## src/rtl/pipe_hazard_ctrl_pkg.sv

```systemverilog
// rtl/pipe_hazard_ctrl_pkg.sv - shared types and constants for the pipeline hazard controller
//
// Purpose : MD unit state encodings, the "operand unused" Tuse code,
//           MD operation type codes and the per-source hazard compare.
// Ports   : none (package)
package pipe_hazard_ctrl_pkg;

  typedef enum logic {
    MD_IDLE = 1'b0,
    MD_RUN  = 1'b1
  } md_state_e;

  // Tuse code meaning the instruction does not read that operand
  localparam logic [1:0] TUSE_NONE = 2'd3;

  localparam logic MD_TYPE_MULT = 1'b0;
  localparam logic MD_TYPE_DIV  = 1'b1;

  // A source conflicts with a producer when it names the same nonzero
  // register and is needed before the producer's result is available.
  function automatic logic src_hazard(input logic [4:0] src,
                                      input logic [1:0] tuse,
                                      input logic [4:0] wreg,
                                      input logic [1:0] tnew);
    return (src != 5'd0) && (tuse != TUSE_NONE) && (src == wreg) && (tuse < tnew);
  endfunction

endpackage

```

## src/rtl/pipe_hazard_ctrl_if.sv

```systemverilog
// rtl/pipe_hazard_ctrl_if.sv - pipeline-to-hazard-controller signal bundle
//
// Purpose : groups the ID/EX/MEM hazard inputs and the stall outputs.
// Modports: master - pipeline side (drives stage info, receives stall controls)
//           slave  - hazard controller side
interface pipe_hazard_ctrl_if;
  logic [4:0]  ID_Rs;
  logic [4:0]  ID_Rt;
  logic [1:0]  ID_TuseRs;
  logic [1:0]  ID_TuseRt;
  logic        ID_IsMD;
  logic [4:0]  EX_WReg;
  logic [4:0]  MEM_WReg;
  logic [1:0]  EX_Tnew;
  logic [1:0]  MEM_Tnew;
  logic        EX_MDStart;
  logic        EX_MDType;
  logic        Cnt_Clr;
  logic        Stall;
  logic        PC_En;
  logic        ID_EX_Flush;
  logic        MD_Busy;
  logic [15:0] Stall_Cnt;

  modport master (
    output ID_Rs, ID_Rt, ID_TuseRs, ID_TuseRt, ID_IsMD,
    output EX_WReg, MEM_WReg, EX_Tnew, MEM_Tnew, EX_MDStart, EX_MDType, Cnt_Clr,
    input  Stall, PC_En, ID_EX_Flush, MD_Busy, Stall_Cnt
  );

  modport slave (
    input  ID_Rs, ID_Rt, ID_TuseRs, ID_TuseRt, ID_IsMD,
    input  EX_WReg, MEM_WReg, EX_Tnew, MEM_Tnew, EX_MDStart, EX_MDType, Cnt_Clr,
    output Stall, PC_En, ID_EX_Flush, MD_Busy, Stall_Cnt
  );
endinterface

```

## src/rtl/pipe_hazard_ctrl_md_busy_fsm.sv

```systemverilog
// rtl/pipe_hazard_ctrl_md_busy_fsm.sv - mult/div unit busy tracker
//
// Purpose : IDLE/RUN FSM with a 4-bit down-counter of remaining busy cycles.
// Ports   : clk, rst        - clock, async active-high reset
//           md_start_i      - EX starts a mult/div this cycle
//           md_type_i       - 0 mult/multu, 1 div/divu
//           md_busy_o       - MD unit busy, including the start cycle
module md_busy_fsm
  import pipe_hazard_ctrl_pkg::*;
#(
  parameter int MULT_CYCLES = 5,
  parameter int DIV_CYCLES  = 10
) (
  input  logic clk,
  input  logic rst,
  input  logic md_start_i,
  input  logic md_type_i,
  output logic md_busy_o
);

  localparam logic [3:0] MULT_LOAD = 4'(MULT_CYCLES);
  localparam logic [3:0] DIV_LOAD  = 4'(DIV_CYCLES);

  md_state_e  state_q;
  logic [3:0] md_cnt_q;

  always_ff @(posedge clk or posedge rst) begin
    if (rst) begin
      state_q  <= MD_IDLE;
      md_cnt_q <= 4'd0;
    end else begin
      case (state_q)
        MD_IDLE: begin
          if (md_start_i) begin
            state_q  <= MD_RUN;
            md_cnt_q <= (md_type_i == MD_TYPE_DIV) ? DIV_LOAD : MULT_LOAD;
          end
        end
        MD_RUN: begin
          // a new start while running is ignored; the count runs out untouched
          md_cnt_q <= md_cnt_q - 4'd1;
          if (md_cnt_q == 4'd1) begin
            state_q <= MD_IDLE;
          end
        end
        default: begin
          state_q  <= MD_IDLE;
          md_cnt_q <= 4'd0;
        end
      endcase
    end
  end

  // busy covers the start cycle itself, so it must see md_start_i directly
  assign md_busy_o = !rst && ((state_q == MD_RUN) || md_start_i);

endmodule

```

## src/rtl/pipe_hazard_ctrl.sv

```systemverilog
// rtl/pipe_hazard_ctrl.sv - pipeline stall generation and stall counter
//
// Purpose : combinational data/MD stall decision plus saturating stall counter.
// Ports   : clk, reset - clock, async active-high reset
//           bus        - pipe_hazard_ctrl_if.slave (stage info in, stall controls out)
module pipe_hazard_ctrl
  import pipe_hazard_ctrl_pkg::*;
#(
  parameter int MULT_CYCLES = 5,
  parameter int DIV_CYCLES  = 10
) (
  input  logic                 clk,
  input  logic                 reset,
  pipe_hazard_ctrl_if.slave    bus
);

  logic        md_busy;
  logic        data_stall;
  logic        md_stall;
  logic        stall;
  logic [15:0] stall_cnt_q;
  logic [15:0] stall_cnt_d;

  md_busy_fsm #(
    .MULT_CYCLES (MULT_CYCLES),
    .DIV_CYCLES  (DIV_CYCLES)
  ) u_md_busy_fsm (
    .clk        (clk),
    .rst        (reset),
    .md_start_i (bus.EX_MDStart),
    .md_type_i  (bus.EX_MDType),
    .md_busy_o  (md_busy)
  );

  assign data_stall = src_hazard(bus.ID_Rs, bus.ID_TuseRs, bus.EX_WReg,  bus.EX_Tnew)
                   || src_hazard(bus.ID_Rs, bus.ID_TuseRs, bus.MEM_WReg, bus.MEM_Tnew)
                   || src_hazard(bus.ID_Rt, bus.ID_TuseRt, bus.EX_WReg,  bus.EX_Tnew)
                   || src_hazard(bus.ID_Rt, bus.ID_TuseRt, bus.MEM_WReg, bus.MEM_Tnew);

  assign md_stall = bus.ID_IsMD && md_busy;

  // reset masks every stall source so the pipeline free-runs while held
  assign stall = !reset && (data_stall || md_stall);

  always_comb begin
    stall_cnt_d = stall_cnt_q;
    if (bus.Cnt_Clr) begin
      stall_cnt_d = 16'd0;
    end else if (stall && (stall_cnt_q != 16'hFFFF)) begin
      stall_cnt_d = stall_cnt_q + 16'd1;
    end
  end

  always_ff @(posedge clk or posedge reset) begin
    if (reset) begin
      stall_cnt_q <= 16'd0;
    end else begin
      stall_cnt_q <= stall_cnt_d;
    end
  end

  assign bus.Stall       = stall;
  assign bus.PC_En       = !stall;
  assign bus.ID_EX_Flush = stall;
  assign bus.MD_Busy     = md_busy;
  assign bus.Stall_Cnt   = stall_cnt_q;

endmodule

```

## src/flat_wrapper.sv

```systemverilog
// flat-port wrapper written by rule: the top's interface ports become plain ports
module pipe_hazard_ctrl_flat import pipe_hazard_ctrl_pkg::*;
#(
  parameter int MULT_CYCLES = 5,
  parameter int DIV_CYCLES  = 10
)
  (clk, reset, bus_ID_Rs, bus_ID_Rt, bus_ID_TuseRs, bus_ID_TuseRt, bus_ID_IsMD, bus_EX_WReg, bus_MEM_WReg, bus_EX_Tnew, bus_MEM_Tnew, bus_EX_MDStart, bus_EX_MDType, bus_Cnt_Clr, bus_Stall, bus_PC_En, bus_ID_EX_Flush, bus_MD_Busy, bus_Stall_Cnt);
  pipe_hazard_ctrl_if bus_i ();
  input  logic clk;
  input  logic reset;
  input wire logic [$bits(bus_i.ID_Rs)-1:0] bus_ID_Rs;
  input wire logic [$bits(bus_i.ID_Rt)-1:0] bus_ID_Rt;
  input wire logic [$bits(bus_i.ID_TuseRs)-1:0] bus_ID_TuseRs;
  input wire logic [$bits(bus_i.ID_TuseRt)-1:0] bus_ID_TuseRt;
  input wire logic [$bits(bus_i.ID_IsMD)-1:0] bus_ID_IsMD;
  input wire logic [$bits(bus_i.EX_WReg)-1:0] bus_EX_WReg;
  input wire logic [$bits(bus_i.MEM_WReg)-1:0] bus_MEM_WReg;
  input wire logic [$bits(bus_i.EX_Tnew)-1:0] bus_EX_Tnew;
  input wire logic [$bits(bus_i.MEM_Tnew)-1:0] bus_MEM_Tnew;
  input wire logic [$bits(bus_i.EX_MDStart)-1:0] bus_EX_MDStart;
  input wire logic [$bits(bus_i.EX_MDType)-1:0] bus_EX_MDType;
  input wire logic [$bits(bus_i.Cnt_Clr)-1:0] bus_Cnt_Clr;
  output wire logic [$bits(bus_i.Stall)-1:0] bus_Stall;
  output wire logic [$bits(bus_i.PC_En)-1:0] bus_PC_En;
  output wire logic [$bits(bus_i.ID_EX_Flush)-1:0] bus_ID_EX_Flush;
  output wire logic [$bits(bus_i.MD_Busy)-1:0] bus_MD_Busy;
  output wire logic [$bits(bus_i.Stall_Cnt)-1:0] bus_Stall_Cnt;
  assign bus_i.ID_Rs = bus_ID_Rs;
  assign bus_i.ID_Rt = bus_ID_Rt;
  assign bus_i.ID_TuseRs = bus_ID_TuseRs;
  assign bus_i.ID_TuseRt = bus_ID_TuseRt;
  assign bus_i.ID_IsMD = bus_ID_IsMD;
  assign bus_i.EX_WReg = bus_EX_WReg;
  assign bus_i.MEM_WReg = bus_MEM_WReg;
  assign bus_i.EX_Tnew = bus_EX_Tnew;
  assign bus_i.MEM_Tnew = bus_MEM_Tnew;
  assign bus_i.EX_MDStart = bus_EX_MDStart;
  assign bus_i.EX_MDType = bus_EX_MDType;
  assign bus_i.Cnt_Clr = bus_Cnt_Clr;
  assign bus_Stall = bus_i.Stall;
  assign bus_PC_En = bus_i.PC_En;
  assign bus_ID_EX_Flush = bus_i.ID_EX_Flush;
  assign bus_MD_Busy = bus_i.MD_Busy;
  assign bus_Stall_Cnt = bus_i.Stall_Cnt;
  pipe_hazard_ctrl #(.MULT_CYCLES(MULT_CYCLES), .DIV_CYCLES(DIV_CYCLES)) u_core (.clk(clk), .reset(reset), .bus(bus_i));
endmodule
```

## config.mk

```make
export PLATFORM = sky130hd
export DESIGN_NAME = pipe_hazard_ctrl_flat
export DESIGN_NICKNAME = d
export VERILOG_FILES = /design/src/rtl/pipe_hazard_ctrl_pkg.sv /design/src/rtl/pipe_hazard_ctrl_if.sv /design/src/rtl/pipe_hazard_ctrl_md_busy_fsm.sv /design/src/rtl/pipe_hazard_ctrl.sv /design/src/flat_wrapper.sv
export SDC_FILE = /design/constraint.sdc
export NUM_CORES = 1
export LEC_CHECK = 0
export ABC_AREA = 1
export CAP_MARGIN = 20
export CELL_PAD_IN_SITES_DETAIL_PLACEMENT = 0
export CELL_PAD_IN_SITES_GLOBAL_PLACEMENT = 1
export CORE_ASPECT_RATIO = 0.5
export CORE_MARGIN = 3
export CORE_UTILIZATION = 29
export DETAILED_ROUTE_END_ITERATION = 6
export PLACE_DENSITY_LB_ADDON = 0.1
export SETUP_SLACK_MARGIN = 0.2
export SLEW_MARGIN = 20
export SYNTH_ARGS = -nofsm -noshare
export SYNTH_HDL_FRONTEND = slang
export SYNTH_SLANG_ARGS = --single-unit
export TNS_END_PERCENT = 5
```

## constraint.sdc

```tcl
create_clock -name clk -period 1.6 [get_ports clk]
set_input_delay 0.24 -clock clk [delete_from_list [all_inputs] [get_ports clk]]
set_output_delay 0.24 -clock clk [all_outputs]
set_load 0.005 [all_outputs]
```

Word level (Yosys, flattened, before mapping)
Cells that the tools add are included.
{"block": "classes", "n_addsub": 2, "magnitude_cmp": 4, "eq_ne": 9, "muxes": 8, "bitwise": 1, "reduce_logical": 24}
{"operator": "16-bit two-way mux", "count": 2}
{"operator": "5-bit == test", "count": 4}
{"operator": "16-bit by 1-bit adder with 16-bit output, second input constant", "count": 1}
{"operator": "16-bit != test, second input constant", "count": 1}
{"operator": "1-bit logical AND", "count": 14}
{"operator": "5-bit nonzero test", "count": 2}
{"operator": "2-bit less-than comparator", "count": 4}
{"operator": "4-bit two-way mux", "count": 2}
{"operator": "4-bit case mux with 2 select lines", "count": 1}
{"operator": "2-bit != test, second input constant", "count": 3}
{"operator": "1-bit logical OR", "count": 5}
{"operator": "4-bit by 1-bit == test with 1-bit output, second input constant", "count": 1}
{"operator": "4-bit by 1-bit subtractor with 4-bit output, second input constant", "count": 1}
{"operator": "1-bit logical NOT", "count": 2}
{"operator": "1-bit two-way mux", "count": 2}
{"operator": "1-bit case mux with 2 select lines", "count": 1}
{"operator": "2-bit nonzero test", "count": 1}
{"operator": "1-bit inverter", "count": 1}
{"block": "totals", "ff_bits": 21, "inputBits": 34, "out_inout_bits": 20, "word_cells": 51}

Logic depth before layout (Yosys ltp)
{"block": "depth", "ltp_word": 12, "depth_mapped": 14, "ltp_nobuf": 13}

Hierarchy
A second synthesis with hierarchy kept.
{"block": "unflattened", "hier_cells": 298, "area_unflattened_um2": 1905.6}
{"module": "pipe_hazard_ctrl", "instances": 1, "cells_each": 262, "area_per_inst_um2": 1612.8, "seq_area_each_um2": 400.4}
{"module": "md_busy_fsm", "instances": 1, "cells_each": 36, "area_per_inst_um2": 292.8, "seq_area_each_um2": 125.1}

Worst setup path before layout
OpenSTA, ideal clock, no wires.
{"block": "synth_path", "path_kind": "reg2reg", "from": "register u_core.stall_cnt_q[0] (netlist: u_core.bus.Stall_Cnt[0])", "to": "register u_core.stall_cnt_q[2] (netlist: u_core.bus.Stall_Cnt[2])", "setup_ns": 0.117, "arrival_time_ns": 1.434, "required_time_ns": 1.483, "setup_slack_ns": 0.049, "stages_incl_launch_ff": 10, "n_path_buf": 1, "synth_period_minus_slack_ns": 1.551, "path_cell_list": "dfrtp_1 ha_1 nand2_1 nor2_1 nand4_1 nand3_4 nand2_4 buf_8 nand2_1 nand2_1"}
{"block": "synth_via", "elab_chain_cells": 3, "elab_cells_between_ends": 6, "classes_between": "1 x add/sub; 1 x eq/ne; 2 x mux; 2 x reduce/logical"}
{"item": "start: declaration", "line": "pipe_hazard_ctrl.sv:21", "rtl": "logic [15:0] stall_cnt_q;"}
{"item": "start signal: assignment", "line": "pipe_hazard_ctrl.sv:58", "rtl": "stall_cnt_q <= stall_cnt_d;"}
{"item": "16-bit by 1-bit adder with 16-bit output / 16-bit != test (equally long branches)", "line": "pipe_hazard_ctrl.sv:50, pipe_hazard_ctrl.sv:49"}
{"item": "16-bit two-way mux / 1-bit logical AND (equally long branches)", "line": "pipe_hazard_ctrl.sv:49", "rtl": "end else if (stall && (stall_cnt_q != 16'hFFFF)) begin"}
{"item": "16-bit two-way mux / 2-bit nonzero test (equally long branches)"}
Parallel ways exist; a longest one is shown, timed or not. The select of a mux whose other input is x is not followed.
A chain may end at the register's enable or synchronous reset.

Worst setup path in the final report
{"block": "layout_path", "from": "input port bus_MEM_Tnew[1]", "to": "output port bus_Stall"}
{"block": "layout_via", "elab_chain_cells": 7, "elab_cells_between_ends": 9, "classes_between": "2 x order compare; 7 x reduce/logical"}
{"item": "start: declaration", "line": "flat_wrapper.sv:19", "rtl": "input wire logic [$bits(bus_i.MEM_Tnew)-1:0] bus_MEM_Tnew;"}
{"item": "2-bit less-than comparator", "line": "pipe_hazard_ctrl_pkg.sv:25", "rtl": "return (src != 5'd0) && (tuse != TUSE_NONE) && (src == wreg) && (tuse < tnew);"}
{"item": "1-bit logical AND", "line": "pipe_hazard_ctrl_pkg.sv:25"}
{"item": "1-bit logical OR", "line": "pipe_hazard_ctrl.sv:36", "rtl": "|| src_hazard(bus.ID_Rs, bus.ID_TuseRs, bus.MEM_WReg, bus.MEM_Tnew)"}
{"item": "1-bit logical OR", "line": "pipe_hazard_ctrl.sv:37", "rtl": "|| src_hazard(bus.ID_Rt, bus.ID_TuseRt, bus.EX_WReg, bus.EX_Tnew)"}
{"item": "1-bit logical OR *", "line": "pipe_hazard_ctrl.sv:38", "rtl": "|| src_hazard(bus.ID_Rt, bus.ID_TuseRt, bus.MEM_WReg, bus.MEM_Tnew);"}
{"item": "1-bit logical OR *", "line": "pipe_hazard_ctrl.sv:43", "rtl": "assign stall = !reset && (data_stall || md_stall);"}
{"item": "1-bit logical AND *", "line": "pipe_hazard_ctrl.sv:43"}
{"item": "end: declaration", "line": "flat_wrapper.sv:23", "rtl": "output wire logic [$bits(bus_i.Stall)-1:0] bus_Stall;"}
Every way passes the cells marked *; elsewhere a longest branch is shown, timed or not.

==> metrics <==
status completed; Area Overhead vs Synth 53.6%; Antenna diodes 0; Hold-fix buffers, CTS 0; full die area 7450 um2; slowest CP cell ha_4; largest net degree at the start of global routing 22; fin. max-slew vios 0; post-DP HPWL 4410 um; WP data arrival 1310 ps; routability cong. 0.894; P per Cell Area 673 nW/um2; Fin. Hold Viols 0; total gr overflow 0; TritonCTS clock tree yes; nets 416; Met3 Routed Length 211 um; Vias 2036; worst-path cell chain buf_8, inv_8, ha_4, a21boi_2, nor2_1, nand3_1, nand2_1, nand2_2, nand3_2, nand2_2, inv_2, buf_6; Post-Syn Instances 296; VDD IR-drop max 0.000447 V; I/O pins 54; peak fanout along the critical path 2; min Tclk post-route 1550 ps; WP buf/inv 4; async set-reset flop share out of synthesis 1.00; clk_lat worst skew 260 ps; clock root cell clkbuf_16; fin crit share 0.971; Tot GR Track Use 0.148; Netlist cell types 27; Worst-path clk slew 60 ps; Clock Tree Buf Depth 2; area of the mapped netlist 1850 um2; EDFF count, synth 0; crit path capture type output port; leakage 1.58 nW; DRT iter0 DRCs 81; setup tns final 0 ps; Clock Skew 2.43 ps; 1st-pass router iterations 4; number of global-route vias before repair 2032; Routed WL 5560 um; placed cells 454; Top FF cell, synth dfrtp_1; post-route ant nets 0; layout cell share with drive strength beyond 1 0.217; maxcap violations 0; first-pass GRT wire length 9210 um; synthesized area per cell 6.26 um2; commonest non-fill, non-tap cell in the layout nand2_1; Mapped Nets 337; met1 WL 2620 um; Finished Layout Cells 458; Worst path top cell family by delay simple AND/OR/NAND/NOR gates; Slew @ Worst Pin 292 ps; met2 WL 2690 um; Core Region 5820 um2; register area share after synthesis 0.283; # port buffers 53; most frequent cells in the layout nand2_1 (87), nor2_1 (37), nand3_1 (31), inv_1 (27), buf_4 (25); RSZ-0062 raised after global routing yes; DIE WIDTH 119 um; worst hold path type primary input to flip-flop; Startpoint Class primary input; htree depth 1; Die Y 62.5 um; num rows 19; drc violations 0; Yosys warning total 0; most frequent CP cell nand2_2; Wirelength per Cell 12.1 um; clk sinks 21; critical path's largest stage delay 180 ps; flops & latches, synth 21; DR top layer met4; Rel. slew slack 0.805; Final setup viols 0; fmax 644 MHz; initial antenna violation count 0; Setup CP Type primary input to output port; Via density 4.45; Setup Buffers After CTS 0; Design Power 1.92 mW; cts bufs inserted 3; Initial Util 0.318; Crit path required time 1360 ps
-- per-layer routing --
metal  vias to the layer above  track usage
met4                         0       0.0260
met2                        38        0.268
met3                         2       0.0226
li1                       1078            -
met5                         -            0
met1                       918        0.188
-- repair_timing --
item                       CTS  global route
pin swaps                   18             8
gates resized for setup     88            22
setup endpoints to repair   36            36
-- cell type report --
class	count	area, um2
Inverter	41	166
Fill cell	606	2980
Clock buffer	3	75.1
Multi-Input combinational cell	228	1220
Timing Repair Buffer	80	744
Sequential cell	21	527
Tap cell	84	105
Clock inverter	1	7.51
-- worst register-to-register path: stages, from the launching register on --
cell,delay (ps)
dfrtp_1,460
inv_2,80
nor3_2,230
nand4_1,200
nand3_4,130
buf_4,230
nand3_1,90
nand2_1,80
-- where the power goes --
part	internal (mW)	leakage (nW)	switching, mW
Clock	0.339	0.0371	0.207
Sequential	0.614	0.276	0.0492
Combinational	0.330	1.27	0.379
-- worst paths after layout --
| path | start | to | slack [ps] | depth (start not counted) |
|---|---|---|---|---|
| max | bus_MEM_Tnew[1] | bus_Stall | 50 | 12 |
| min | bus_EX_MDStart | u_core.u_md_busy_fsm.md_cnt_q[0] | 430 | 3 |
| max reg2reg | u_core.bus.Stall_Cnt[5] | u_core.bus.Stall_Cnt[2] | 50 | 7 |
| min reg2reg | u_core.u_md_busy_fsm.md_cnt_q[0] | u_core.u_md_busy_fsm.md_cnt_q[0] | 540 | 1 |
| max in group asynchronous | reset | u_core.bus.Stall_Cnt[2] | 790 | 4 |
| min in group asynchronous | reset | u_core.u_md_busy_fsm.md_cnt_q[0] | 560 | 4 |
-- metrics by stage --
step           setup WS, ps   util  instance area, um2  hold WS (ps)
6_report               46.3  0.489                2850           430
5_1_grt                -106  0.489                2850           460
4_1_cts                28.8  0.481                2800           428
3_5_place_dp           -892  0.467                2720           530
3_3_place_gp           -859  0.467                2720           515
2_1_floorplan          73.9      -                1930           264
-- sequential cells by signal (all words and copies together) (netlist names) --
register and count:
u_core.bus.Stall_Cnt 16, u_core.u_md_busy_fsm.md_cnt_q 4, u_core.u_md_busy_fsm.state_q 1
-- Yosys cell counts (2+ instances only) --
| cell | n | share of area |
|---|---|---|
| inv_2 | 2 | 0.0041 |
| ha_1 | 7 | 0.047 |
| nand2_1 | 96 | 0.19 |
| o21ai_0 | 11 | 0.030 |
| nor3_1 | 7 | 0.019 |
| nand4_1 | 2 | 0.0067 |
| nor2_1 | 41 | 0.083 |
| buf_4 | 2 | 0.0081 |
| clkbuf_1 | 3 | 0.0061 |
| a21boi_0 | 2 | 0.0081 |
| nand3_1 | 31 | 0.084 |
| nand2_2 | 3 | 0.010 |
| dfrtp_1 | 21 | 0.28 |
| xor2_1 | 15 | 0.071 |
| inv_1 | 38 | 0.077 |
| o21bai_1 | 2 | 0.0081 |
| a21oi_1 | 3 | 0.0081 |
-- cells by family (layout without fill, tap and decap cells) --
kind of cell               after synthesis  in the layout  synth area share
DFF                                     21             21             0.283
buffers and inverters                   47            125             0.105
and+or+nand+nor                        186            186             0.431
AOI/OAI and AO/OA                       20             20            0.0627
xor gates and xnor gates                15             15            0.0709
adders and majority gates                7              7            0.0472
(Power assumes the default switching activity.)
